==> config.mk <==
export PLATFORM = sky130hd
export DESIGN_NAME = calc_ctrl
export DESIGN_NICKNAME = d
export VERILOG_FILES = /design/src/rtl/calc_ctrl.sv
export SDC_FILE = /design/constraint.sdc
export NUM_CORES = 1
export LEC_CHECK = 0
export BUFFER_PORTS_ARGS = -buffer_cell sky130_fd_sc_hd__buf_2
export CORE_AREA = 2 2 39 41
export CTS_CLUSTER_DIAMETER = 200
export DETAILED_ROUTE_END_ITERATION = 10
export DIE_AREA = 0 0 41 43
export GPL_TIMING_DRIVEN = 0
export HOLD_SLACK_MARGIN = 0.06
export PLACE_DENSITY_LB_ADDON = 0.1
export RECOVER_POWER = 100
export SETUP_SLACK_MARGIN = 0.02
export SLEW_MARGIN = 20
export SYNTH_ARGS = -nofsm -noshare
export SYNTH_HDL_FRONTEND = slang
export SYNTH_SLANG_ARGS = --single-unit
==> constraint.sdc <==
create_clock -name clk -period 2.1 [get_ports clk]
set_input_delay 0.315 -clock clk [delete_from_list [all_inputs] [get_ports clk]]
set_output_delay 0.315 -clock clk [all_outputs]
set_load 0.05 [all_outputs]
==> src/rtl/calc_ctrl.sv <==
// Moore controller for the 3-bit calculator datapath: loads A and B, executes one ALU op, presents the result.
// Optional register-file clear sequence is enabled by defining CTRL_CLEAR_EN.
module calc_ctrl #(
    parameter logic [1:0] RA_A = 2'd1,
    parameter logic [1:0] RA_B = 2'd2,
    parameter logic [1:0] RA_Y = 2'd3
) (
    input  logic       clk,
    input  logic       rst_n,
    input  logic       go,
`ifdef CTRL_CLEAR_EN
    input  logic       clr,
`endif
    input  logic [1:0] op,
    output logic       busy,
    output logic       done,
    output logic [1:0] s1,
    output logic       we,
    output logic [1:0] wa,
    output logic       rea,
    output logic [1:0] raa,
    output logic       reb,
    output logic [1:0] rab,
    output logic [1:0] c,
    output logic       s2
);

    localparam logic [2:0] IDLE   = 3'd0;
    localparam logic [2:0] LOAD_A = 3'd1;
    localparam logic [2:0] LOAD_B = 3'd2;
    localparam logic [2:0] EXEC   = 3'd3;
    localparam logic [2:0] OUT    = 3'd4;
`ifdef CTRL_CLEAR_EN
    localparam logic [2:0] CLR    = 3'd5;
`endif

    logic [2:0] state;
    logic [2:0] state_nxt;
    logic [1:0] op_q;
`ifdef CTRL_CLEAR_EN
    logic [1:0] cnt;
`endif

    always_comb begin
        state_nxt = IDLE;
        case (state)
            IDLE: begin
                state_nxt = IDLE;
`ifdef CTRL_CLEAR_EN
                if (clr)
                    state_nxt = CLR;
                else if (go)
                    state_nxt = LOAD_A;
`else
                if (go)
                    state_nxt = LOAD_A;
`endif
            end
            LOAD_A: state_nxt = LOAD_B;
            LOAD_B: state_nxt = EXEC;
            EXEC:   state_nxt = OUT;
            OUT:    state_nxt = IDLE;
`ifdef CTRL_CLEAR_EN
            CLR:    state_nxt = (cnt == 2'd3) ? IDLE : CLR;
`endif
            default: state_nxt = IDLE;
        endcase
    end

    // op is captured only on the accepting edge so later changes cannot disturb a running operation
    always_ff @(posedge clk or negedge rst_n) begin
        if (!rst_n) begin
            state <= IDLE;
            op_q  <= 2'b00;
`ifdef CTRL_CLEAR_EN
            cnt   <= 2'd0;
`endif
        end else begin
            state <= state_nxt;
`ifdef CTRL_CLEAR_EN
            if (state == IDLE && !clr && go)
                op_q <= op;
            if (state == CLR)
                cnt <= cnt + 2'd1;
            else
                cnt <= 2'd0;
`else
            if (state == IDLE && go)
                op_q <= op;
`endif
        end
    end

    always_comb begin
        busy = (state != IDLE);
        done = 1'b0;
        s1   = 2'b01;
        we   = 1'b0;
        wa   = 2'd0;
        rea  = 1'b0;
        raa  = 2'd0;
        reb  = 1'b0;
        rab  = 2'd0;
        c    = 2'b00;
        s2   = 1'b0;
        case (state)
            LOAD_A: begin
                s1 = 2'b11;
                we = 1'b1;
                wa = RA_A;
            end
            LOAD_B: begin
                s1 = 2'b10;
                we = 1'b1;
                wa = RA_B;
            end
            EXEC: begin
                rea = 1'b1;
                raa = RA_A;
                reb = 1'b1;
                rab = RA_B;
                c   = op_q;
                s1  = 2'b00;
                we  = 1'b1;
                wa  = RA_Y;
            end
            OUT: begin
                rea  = 1'b1;
                raa  = RA_A;
                reb  = 1'b1;
                rab  = RA_B;
                c    = op_q;
                s2   = 1'b1;
                done = 1'b1;
            end
`ifdef CTRL_CLEAR_EN
            CLR: begin
                s1 = 2'b01;
                we = 1'b1;
                wa = cnt;
            end
`endif
            default: ;
        endcase
    end

endmodule

==> results.yml <==
outcome:
  status: "finished, final reports clean"
drt:
  vias: 272
  viasPerCell: 3.58
  wire_per_inst_um: 7.80
  finalWirelength_um: 593
  drtPass1Iterations: 2
  antenna_left: 0
  first_iter_violations: 4
  drc_errors: 0
logic_synthesis:
  synth.distinct_cells: 16
  yosys_warnings: 0
  synth_xor_area_frac: 0.0241
  synth_top_family_by_area: "simple AND/OR/NAND/NOR gates"
  synth_top_area_frac: 0.344
  ys_ff_latch: 5
  synthMuxAreaShare: 0.0619
  synthSimpleGateAreaFrac: 0.261
  async_reset_ff_frac: 1.00
  synth_compound_area_frac: 0.0619
  synthAdderAreaFrac: 0
  synthCells: 36
  dominantRegCellSynth: "dfrtp_1"
  synth_top_area_cell: "dfrtp_1"
  synth_area_sq_um: 364
  synth_most_common_cell: "buf_4"
  syn_area_per_cell_sq_um: 10.1
  synth_common_cells: "buf_4 (7), dfrtp_1 (5), nor2_1 (5)"
  synth_area_leaders: "dfrtp_1 (34%), buf_4 (14%), nor4b_4 (6.5%)"
  synth_edf_count: 0
  ys_seq_area_frac: 0.344
global_routing:
  met1_usage: 0.0918
  track_usage: 0.0768
  met2_usage: 0.103
  first_global_vias: 225
  grt.busiest_layer: "met2"
  antenna_found_initial: 0
  grt_max_degree: 11
  overflow: 0
  grt_util_met3: 0.0157
  grt_pass1_wl_um: 869
placement:
  hpwl_um: 496
  io_buffers: 18
  dp.cells: 71
  place_congestion: 0.624
critical_path:
  r2r_end: "op_q[0]"
  cp.required_ps: 1780
  regToRegStartpoint: "state[0]"
  endpoint_kind: "output port"
  crit_path_start_kind: "register"
  reg2reg_slack_ps: 620
  critical_path_class: "reg2out"
  cp.arrival_ps: 1660
  cp_max_fo: 8
  r2r_cells: 3
clock_network:
  cts_root_buffer: "clkbuf_4"
  clock-sinks: 5
  postCtsSetupBuffers: 0
  cts_tree: "built"
  cts_buffer_depth: 2
  numCtsBuffers: 3
  cts_resized: 0
  htreeDepth: 1
  path_clk_slew_ps: 40
  clk_latency_ps: 230
final_layout:
  drive_above_1_share: 0.483
  final_cells: 76
  area_growth_pct: 34.7
  antenna_cells: 0
  fillers: 152
  nNetsFinal: 66
hold_path:
  hold_depth: 2
  hold_path.startpoint: "op[1]"
  hold_end: "op_q[1]"
  hold_class: "in2reg"
die:
  core_sq_um: 1380
  rows: 14
  die-area_sq_um: 1760
  initial_utilization: 0.263
  die_w_um: 41
  ioPinCount: 21
  die_h_um: 43
sta:
  skew_ps: 0.449
  timing.final.crit_period_ps: 1970
  grt_setup_unrepaired: "false"
  finalCritPeriodShare: 0.939
  max-slew-margin-rel: 0.603
  setup_tns_ps: 0
  finalSetupViolCount: 0
  worstMarginPinSlew_ps: 598
  slew_violations: 0
  finalHoldViolCount: 0
  fmax_ghz: 0.507
flow_run:
  cap_violations: 0
-- placed cells by master (no fill, tap or decap) --
cell type      netlist  final
conb_1               1      2
clkbuf_2             0      8
nor3_1               1      1
nand2_1              1      1
xnor2_1              1      1
buf_4                7      7
buf_2                0      3
nor4b_1              0      1
or3_2                1      1
clkbuf_1             0      8
mux2_1               2      2
nor2_1               5      5
inv_1                3      3
or3b_4               1      1
dlygate4sd3_1        0      1
nand3b_1             1      1
and2b_2              2      2
a21boi_2             2      2
buf_6                2      2
clkbuf_4             0      3
dfrtp_1              5      5
-- how the worst max path moves through the flow --
stage / end / from / depth (start not counted)
detailed placement: raa[0] / state[0] / 5
global placement: raa[0] / state[0] / 5
CTS: raa[0] / state[0] / 5
global route: reb / state[0] / 5
floorplan: raa[0] / state[0] / 4
finish: reb / state[0] / 5
-- metal layers --
layer | up-vias | share of wire
li1 | 152 | -
met1 | 106 | 0.48
met2 | 14 | 0.42
met3 | 0 | 0.091
met4 | 0 | 0
met5 | - | 0
-- registers in the layout (all words and copies together), names as in the netlist --
register,count
state,3
op_q,2
-- cells by family after synthesis --
family | after synthesis
compound gates | 2
xor+xnor | 1
buf+inv | 12
flops | 5
mux | 2
other cells | 1
simple gates | 13
-- critical path, stage by stage, from the launching register on --
cell	delay (ps)
dfrtp_1	360
buf_6	130
or3b_4	420
nand2_1	130
buf_4	120
clkbuf_2	260
-- metrics by stage --
step | hold WS [ps] | worst slack [ps] | area [sq um] | utilization
after floorplan | 19.4 | 184 | 368 | -
after CTS | 298 | 121 | 514 | 0.372
after global routing | 295 | 26.7 | 490 | 0.354
final | 302 | 127 | 490 | 0.354
after detailed placement | 136 | 382 | 478 | 0.345
after global placement | 135 | 373 | 478 | 0.345
-- layout make-up --
class / count / area [sq um] / share of cell area
buffer: 9 / 75.1 / 0.153
clock buffer: 4 / 26.3 / 0.0536
inverter: 3 / 11.3 / 0.0230
multi-input combinational: 20 / 141 / 0.288
sequential: 5 / 125 / 0.255
tap: 16 / 20.0 / 0.0408
timing repair buffer: 19 / 91.3 / 0.186
-- timing repair --
| item | in CTS | in global routing |
|---|---|---|
| endpoints found under the hold margin | 5 | 0 |
| hold buffers | 1 | 0 |
| endpoints found under the setup margin | 0 | 0 |
Power is left out: the tool's default activity adds up to more than one toggle a clock period on the data nets, which glitch-free logic cannot reach.
